File: config.mk
export PLATFORM = sky130hd
export DESIGN_NAME = col_buff_writer_flat
export DESIGN_NICKNAME = d
export VERILOG_FILES = /design/src/rtl/col_buff_writer_if.sv /design/src/rtl/col_buff_writer.sv /design/src/flat_wrapper.sv
export SDC_FILE = /design/constraint.sdc
export NUM_CORES = 1
export LEC_CHECK = 0
export ABC_AREA = 0
export BUFFER_PORTS_ARGS = -buffer_cell sky130_fd_sc_hd__buf_2
export CORE_MARGIN = 10
export CORE_UTILIZATION = 30
export CTS_CLUSTER_DIAMETER = 100
export CTS_CLUSTER_SIZE = 14
export DETAILED_ROUTE_END_ITERATION = 8
export GPL_TIMING_DRIVEN = 0
export SLEW_MARGIN = 20
export SYNTH_ARGS = -nofsm -noshare
export SYNTH_HDL_FRONTEND = slang
export SYNTH_SLANG_ARGS = --single-unit
File: constraint.sdc
create_clock -name i_clk -period 4 [get_ports i_clk]
set_input_delay 0 -clock i_clk [delete_from_list [all_inputs] [get_ports i_clk]]
set_output_delay 0 -clock i_clk [all_outputs]
set_load 0.1 [all_outputs]
File: src/rtl/col_buff_writer_if.sv
// Pixel stream and column-buffer FIFO signals seen by the column buffer write controller.
interface col_buff_writer_if #(
    parameter int W_DATA = 8,
    parameter int W_ADDR = 8
);
    logic              i_start;
    logic              i_valid;
    logic [W_DATA-1:0] i_data;
    logic              o_ready;
    logic              i_fifo_full;
    logic              i_fifo_empty;
    logic [W_ADDR:0]   i_occupants;
    logic              o_write_enable;
    logic [W_DATA-1:0] o_write_data;
    logic              o_busy;
    logic              o_frame_done;

    modport slave (
        input  i_start, i_valid, i_data, i_fifo_full, i_fifo_empty, i_occupants,
        output o_ready, o_write_enable, o_write_data, o_busy, o_frame_done
    );

    modport master (
        output i_start, i_valid, i_data, i_fifo_full, i_fifo_empty, i_occupants,
        input  o_ready, o_write_enable, o_write_data, o_busy, o_frame_done
    );
endinterface

File: src/rtl/col_buff_writer.sv
// Writes one ROW*COL frame plus a zero terminator into the column FIFO; 1-cycle write latency.
// o_ready drops combinationally on FIFO full or when the in-flight write would overflow.
module col_buff_writer #(
    parameter int COL    = 3,
    parameter int ROW    = 9,
    parameter int W_DATA = 8,
    parameter int W_ADDR = 8
) (
    input  logic               i_clk,
    input  logic               i_rst,
    col_buff_writer_if.slave   bus
);
    localparam int FRAME = ROW * COL;
    localparam int CW    = $clog2(FRAME + 1);
    localparam int DEPTH = 2 ** W_ADDR;
    localparam logic [CW-1:0]     LAST    = CW'(FRAME - 1);
    localparam logic [W_ADDR+1:0] DEPTH_V = (W_ADDR+2)'(DEPTH);

    typedef enum logic [1:0] {IDLE, FILL, TERM, DRAIN} state_t;

    state_t              state;
    logic [CW-1:0]       cnt;
    logic [W_ADDR+1:0]   occ_next;
    logic                space_ok;
    logic                accept;

    // The occupancy input lags our own write by a cycle, so count the strobe in flight.
    assign occ_next     = {1'b0, bus.i_occupants} + {{(W_ADDR+1){1'b0}}, bus.o_write_enable};
    assign space_ok     = occ_next < DEPTH_V;
    assign bus.o_ready  = (state == FILL) && !bus.i_fifo_full && space_ok;
    assign accept       = bus.i_valid && bus.o_ready;

    always_ff @(posedge i_clk) begin
        if (i_rst) begin
            state              <= IDLE;
            cnt                <= '0;
            bus.o_write_enable <= 1'b0;
            bus.o_write_data   <= '0;
            bus.o_busy         <= 1'b0;
            bus.o_frame_done   <= 1'b0;
        end else begin
            bus.o_write_enable <= 1'b0;
            bus.o_frame_done   <= 1'b0;
            case (state)
                IDLE: begin
                    cnt <= '0;
                    if (bus.i_start && bus.i_fifo_empty) begin
                        state      <= FILL;
                        bus.o_busy <= 1'b1;
                    end
                end
                FILL: begin
                    if (accept) begin
                        bus.o_write_enable <= 1'b1;
                        bus.o_write_data   <= bus.i_data;
                        cnt                <= cnt + 1'b1;
                        if (cnt == LAST) state <= TERM;
                    end
                end
                TERM: begin
                    if (!bus.i_fifo_full && space_ok) begin
                        bus.o_write_enable <= 1'b1;
                        bus.o_write_data   <= '0;
                        state              <= DRAIN;
                    end
                end
                DRAIN: begin
                    // The terminator strobe is still in flight on the first DRAIN cycle.
                    if (bus.i_fifo_empty && !bus.o_write_enable) begin
                        bus.o_frame_done <= 1'b1;
                        bus.o_busy       <= 1'b0;
                        state            <= IDLE;
                    end
                end
                default: state <= IDLE;
            endcase
        end
    end
endmodule

File: src/flat_wrapper.sv
// flat-port wrapper written by rule: the top's interface ports become plain ports
module col_buff_writer_flat 
#(
    parameter int COL    = 3,
    parameter int ROW    = 9,
    parameter int W_DATA = 8,
    parameter int W_ADDR = 8
)
  (i_clk, i_rst, bus_i_start, bus_i_valid, bus_i_data, bus_i_fifo_full, bus_i_fifo_empty, bus_i_occupants, bus_o_ready, bus_o_write_enable, bus_o_write_data, bus_o_busy, bus_o_frame_done);
  col_buff_writer_if #(.W_DATA(W_DATA), .W_ADDR(W_ADDR)) bus_i ();
  input  logic i_clk;
  input  logic i_rst;
  input wire logic [$bits(bus_i.i_start)-1:0] bus_i_start;
  input wire logic [$bits(bus_i.i_valid)-1:0] bus_i_valid;
  input wire logic [$bits(bus_i.i_data)-1:0] bus_i_data;
  input wire logic [$bits(bus_i.i_fifo_full)-1:0] bus_i_fifo_full;
  input wire logic [$bits(bus_i.i_fifo_empty)-1:0] bus_i_fifo_empty;
  input wire logic [$bits(bus_i.i_occupants)-1:0] bus_i_occupants;
  output wire logic [$bits(bus_i.o_ready)-1:0] bus_o_ready;
  output wire logic [$bits(bus_i.o_write_enable)-1:0] bus_o_write_enable;
  output wire logic [$bits(bus_i.o_write_data)-1:0] bus_o_write_data;
  output wire logic [$bits(bus_i.o_busy)-1:0] bus_o_busy;
  output wire logic [$bits(bus_i.o_frame_done)-1:0] bus_o_frame_done;
  assign bus_i.i_start = bus_i_start;
  assign bus_i.i_valid = bus_i_valid;
  assign bus_i.i_data = bus_i_data;
  assign bus_i.i_fifo_full = bus_i_fifo_full;
  assign bus_i.i_fifo_empty = bus_i_fifo_empty;
  assign bus_i.i_occupants = bus_i_occupants;
  assign bus_o_ready = bus_i.o_ready;
  assign bus_o_write_enable = bus_i.o_write_enable;
  assign bus_o_write_data = bus_i.o_write_data;
  assign bus_o_busy = bus_i.o_busy;
  assign bus_o_frame_done = bus_i.o_frame_done;
  col_buff_writer #(.COL(COL), .ROW(ROW), .W_DATA(W_DATA), .W_ADDR(W_ADDR)) u_core (.i_clk(i_clk), .i_rst(i_rst), .bus(bus_i));
endmodule
* Word-level counts from Yosys, hierarchy flattened
Index checks and enable logic that the tools add are counted.
** Storage, ports and cells
- Bits in registers :: 18
- Input bits :: 23
- Output and inout bits :: 12
- Word-level logic and storage cells :: 54
** Cells by class
- Add/sub/neg operators :: 2
- Magnitude comparators :: 1
- Equality and inequality tests :: 9
- Mux-type cells :: 18
- Bitwise operators :: 1
- Reductions and logical operators :: 17
** Operators by type and width (number)
- $mux 8 :: 2
- $pmux 8 s2 :: 1
- $add 9x1->10 :: 1
- $lt 10x9->1 const B :: 1
- $mux 2 :: 5
- $pmux 5 s2 :: 1
- $ne 2x1->1 const B :: 4
- $pmux 2 s4 :: 1
- $logic_and 1x1->1 :: 6
- $reduce_and 3->1 :: 2
- $reduce_bool 2->1 :: 3
- $add 5x1->5 const B :: 1
- $eq 5x5->1 const B :: 1
- $mux 1 :: 5
- $mux 5 :: 1
- $reduce_and 5->1 :: 1
- $eq 2x2->1 const B :: 2
- $pmux 1 s2 :: 2
- $eq 2x1->1 const B :: 1
- $logic_not 1->1 :: 2
- $logic_not 2->1 :: 1
- $ne 2x2->1 const B :: 1
- $reduce_and 2->1 :: 1
- $reduce_or 2->1 :: 1
- $not 1->1 :: 1

* Logic depth before layout (Yosys ltp)
- Depth in word-level cells :: 6
- Mapped depth :: 8
- Mapped depth without buffers :: 7

* Least setup slack after synthesis
Ideal clock, no wire load.
- Path kind :: reg2reg
- Start :: register u_core.bus.o_write_enable
- End :: register u_core.cnt[2]
- Library setup time :: 128 ps
- Data arrival time :: 2193 ps
- Data required time :: 3872 ps
- Slack :: 1679 ps
- Cell stages (with the launch flop) :: 7
- Path buffers :: 1
- Period minus slack after synthesis :: 2321 ps
- Cell sequence :: dfxtp_1 nand2_1 o311ai_4 buf_6 mux2_4 a21oi_2 nor2_1
** On the way
- Cells in the longest elaborated chain, start to end :: 6
** Ends and longest elaborated chain
- from (decl) :: RTL line col_buff_writer_if.sv:20 : output o_ready, o_write_enable, o_write_data, o_busy, o_frame_done
- from (signal assigned) :: RTL line col_buff_writer.sv:37 : bus.o_write_enable <= 1'b0;
- from (signal assigned) :: RTL line col_buff_writer.sv:42 : bus.o_write_enable <= 1'b0;
- from (signal assigned) :: RTL line col_buff_writer.sv:54 : bus.o_write_enable <= 1'b1;
- $add 9x1->10 :: RTL line col_buff_writer.sv:28 : assign occ_next = {1'b0, bus.i_occupants} + {{(W_ADDR+1){1'b0}}, bus.o_write_enable};
- $lt 10x9->1 :: RTL line col_buff_writer.sv:29 : assign space_ok = occ_next < DEPTH_V;
- $logic_and 1x1->1 :: RTL line col_buff_writer.sv:30 : assign bus.o_ready = (state == FILL) && !bus.i_fifo_full && space_ok;
- $logic_and 1x1->1 :: RTL line col_buff_writer.sv:31 : assign accept = bus.i_valid && bus.o_ready;
- $ne 2x1->1 (no source line)
- $reduce_and 2->1 (no source line)
- to (signal assigned) :: RTL line col_buff_writer.sv:56 : cnt <= cnt + 1'b1;
- to (decl) :: RTL line col_buff_writer.sv:22 : logic [CW-1:0] cnt;
Every way passes these cells.
A chain may end at the register's enable or synchronous reset.

* Worst setup path after layout
- Start :: register u_core.state[1]
- End :: register u_core.cnt[2]
** On the way
- Cells in the longest elaborated chain, start to end :: 6
- Elaborated cells on any way between the ends :: 9
- Those cells by class :: eq/ne: 2; mux: 1; reduce/logical: 6
** Ends and longest elaborated chain
- from (decl) :: RTL line col_buff_writer.sv:21 : state_t state;
- from (signal assigned) :: RTL line col_buff_writer.sv:35 : state <= IDLE;
- from (signal assigned) :: RTL line col_buff_writer.sv:48 : state <= FILL;
- from (signal assigned) :: RTL line col_buff_writer.sv:57 : if (cnt == LAST) state <= TERM;
- $eq 2x1->1 :: RTL line col_buff_writer.sv:30, col_buff_writer.sv:44
- $logic_and 1x1->1 (2 in a row) :: RTL line col_buff_writer.sv:30
- $logic_and 1x1->1 :: RTL line col_buff_writer.sv:31
- $ne 2x1->1 (no source line)
- $reduce_and 2->1 (no source line)
Parallel ways exist; a longest one is shown, timed or not.

==> reports/qor_table.md <==
| Item | This run | Unit |
|:---|:---|:---|
| Internal power consumption | 355.3 | uW |
| Starting density of the core | 0.3080 | - |
| Leakage dissipation | 0.5404 | nW |
| Final antenna-violating net count | 0 | - |
| Reg clk slew, reported paths | 0.11 | ns |
| Footprint of the flip-flops and latches | 360.3 | um^2 |
| Number of enable flip-flop cells after synthesis | 0 | - |
| Number of gates resized after CTS | 0 | - |
| Share of flip-flops with an asynchronous set or reset | 0 | - |
| Reg power frac | 0.345 | - |
| Root buf cell | clkbuf_4 | - |
| Syn_nets | 121 | - |
| Area fraction of the dominant cell type after synthesis | 0.3929 | - |
| Number of distinct library cells after synthesis | 35 | - |
| GRT Resource Usage Total | 0.09045 | - |
| Largest stage delay on the critical path | 0.40 | ns |
| Slew at the pin closest to its max-slew limit | 0.5221 | ns |
| Class of the tightest hold or removal check | in2reg | - |
| Unrepaired setup endpoints after global routing | no | - |
| Top post-synthesis cells by area | dfxtp_1 (39%), ha_1 (8.2%), a22o_1 (7.6%) | - |
| Number of max-cap violations | 0 | - |
| Clock share of power | 0.186 | - |
| Area of the mapped netlist | 917.1 | um^2 |
| Cell family with most CP delay | flip-flops | - |
| Final period demand of the worst path | 1.830 | ns |
| Critical path buffer and inverter count | 2 | - |
| Antenna violations before repair | 0 | - |
| Final setup violating endpoints | 0 | - |
| Critical-path maximum fanout | 10 | - |
| Critical Path, Cell by Cell | inv_1, ha_1, and2_2, o311ai_4, buf_6, mux2_4, a21oi_2, nor2_1 | - |
| # H-tree levels | 1 | - |
| Area used by multi-input combinational logic | 526.8 | um^2 |
| Placer congestion estimate | 0.7603 | - |
| Sum of negative setup slack | 0 | ns |
| Fillers | 283 | - |
| First-pass GRT wire length | 3974 | um |
| Wire length after detailed routing | 2483 | um |
| Drt first-iter violations | 27 | - |
| Die Span Y | 75.29 | um |
| Number of storage elements in the synthesis netlist | 18 | - |
| Master of the slowest instance on the critical path | dfxtp_1 | - |
| Most used standard cell by instance count after synthesis | dfxtp_1 | - |
| Number of I/O port buffers | 34 | - |
| Switching fraction of total power | 0.4149 | - |
| Total net switching power | 251.9 | uW |
| Final worst clock skew | 0.009541 | ns |
| Worst Path Arrival | 2.01 | ns |
| Most used standard cells in the synthesized netlist | dfxtp_1 (18), a22o_1 (8), nor2_1 (7) | - |
| Slew margin rel. | 0.6500 | - |
| Synth Instances | 92 | - |
| Leftover overflow at the end of global routing | 0 | - |
| Commonest register cell after synthesis | dfxtp_1 | - |
| CTS Buf Count | 3 | - |
| Worst-case register-to-register setup slack | 2.17 | ns |
| Sink Count | 18 | - |
| Post-detailed-route DRC marker count | 0 | - |
| Antenna Diode Count | 0 | - |
| Average cell area after synthesis | 9.969 | um^2 |
| Std cell rows | 20 | - |
| Clock Latency Late Sink | 0.29 | ns |
| Result of the run | finished, final reports clean | - |
| Cell taking the most area after synthesis | dfxtp_1 | - |
| Endpoint kind of the worst setup timing path | flip-flop | - |
| Required time of the worst setup path | 4.18 | ns |
| Clock tree from TritonCTS | built | - |
| Routed via count divided by cell count | 4.971 | - |
| CTS max path bufs | 2 | - |
| Power density relative to cell area | 487.7 | nW/um^2 |
| Number of hold violations in the final report | 0 | - |
| Sum of net half-perimeters after detailed placement | 1890 | um |
| Slew Viols, Final | 0 | - |
| Area added between synthesis and finish | 35.74 | % |
| Vias in the first global route | 904 | - |
| Final Util | 0.4181 | - |
| Final cycle utilization of the critical path | 0.4575 | - |
| Share of final-layout standard cells stronger than drive strength 1 | 0.3696 | - |
| Yosys synthesis warning count | 0 | - |
| Post-synthesis sequential area ratio | 0.3929 | - |
| Achievable clock frequency | 0.5465 | GHz |
| Post-cts hold buffer count | 8 | - |
| Core region area | 2978 | um^2 |
| First-pass iteration count of the detailed router | 4 | - |
| Postcts setup bufs | 0 | - |
| Largest net degree at the start of global routing | 11 | - |
| Path type of the worst setup path | reg2reg | - |
| Final routed wire length divided by cell count | 14.52 | um |
| Top Ports | 35 | - |
| Die Span X | 75.29 | um |
| Startpoint types | flip-flop | - |
| Number of vias after detailed routing | 850 | - |
| Die area | 5669 | um^2 |
| Peak VDD IR | 0.0003294 | V |
| Combinational fraction of design power | 0.469 | - |
| Final #Nets | 168 | - |
==> registers in the layout (all words and copies together) (netlist names) <==
register and cells:
u_core.bus.o_busy 1, u_core.bus.o_frame_done 1, u_core.bus.o_write_data 8, u_core.bus.o_write_enable 1, u_core.cnt 5, u_core.state 2
==> worst min-delay path: cells and delay by family <==
kind / cells / cell delay (ns)
AO/OA/AOI/OAI: 1 / 0.10
buffers and inverters: 1 / 0.10
AND/OR/NAND/NOR: 2 / 0.11
==> final timing paths <==
path | from | endpoint | depth (start not counted)
worst max-delay path | u_core.state[1]$_SDFFE_PP0P_ | u_core.cnt[2]$_SDFFE_PP0P_ | 8
worst min-delay path | bus_i_fifo_full | u_core.bus.o_write_enable$_SDFF_PP0_ | 4
worst max register to register | u_core.state[1]$_SDFFE_PP0P_ | u_core.cnt[2]$_SDFFE_PP0P_ | 8
worst min register to register | u_core.bus.o_write_data[6]$_SDFFE_PP0P_ | u_core.bus.o_write_data[6]$_SDFFE_PP0P_ | 1
==> placed cells by master (no fill, tap or decap), types with 2 or more instances in the layout <==
cell / count
buf_2: 34
ha_1: 6
dfxtp_1: 18
nor2_1: 7
dlygate4sd3_1: 8
a21oi_1: 4
o21ai_1: 2
a21oi_2: 2
nand3_1: 6
nand2_1: 2
inv_1: 4
nor3_1: 3
a311oi_1: 2
a22o_1: 8
nand2b_1: 5
clkbuf_4: 3
nor3b_1: 2
==> power groups by stage <==
stage / combinational (mW) / sequential [mW] / clock [mW]
floorplan: 0.160 / 0.278 / 0
global placement: 0.273 / 0.213 / 0
detailed placement: 0.279 / 0.214 / 0
CTS: 0.286 / 0.210 / 0.117
global route: 0.311 / 0.211 / 0.125
finish: 0.284 / 0.209 / 0.113
==> through the flow <==
step	hold WS (ns)	worst slack, ns	power [mW]	instance area, um^2	cells
floorplan	0.1257	1.679	0.4376	917.1	92
global placement	0.2091	2.203	0.4861	1129	159
detailed placement	0.2153	2.167	0.4933	1129	159
CTS	0.04280	2.150	0.6126	1245	171
global route	0.06825	2.043	0.6481	1245	171
finish	0.04758	2.170	0.6071	1245	171
==> routing by layer <==
metal / up-vias / global-route usage / wire length (um)
met5: - / 0 / 0
met4: 0 / 0.03711 / 38
met3: 4 / 0.02474 / 99
met2: 12 / 0.1737 / 1431
met1: 402 / 0.08830 / 914
li1: 432 / - / -
==> cell families (layout without fill, tap and decap cells) <==
group / count (synthesis) / in the layout / share of synthesized area
AND/OR/NAND/NOR: 34 / 34 / 0.2210
buffers and inverters: 6 / 52 / 0.03273
adder cells (fa/ha/maj): 6 / 6 / 0.08185
flip-flops: 18 / 18 / 0.3929
AO/OA/AOI/OAI: 25 / 25 / 0.2319
multiplexers: 3 / 3 / 0.03956
==> final cells by class <==
cell class                 count  area share
multi-input combinational     68      0.4231
sequential                    18      0.2894
timing repair buffer          42      0.2010
tap                           33     0.03317
clock buffer                   4     0.02915
buffer                         2     0.01206
inverter                       4     0.01206
No activity file was read; power rests on OpenSTA's default activity.
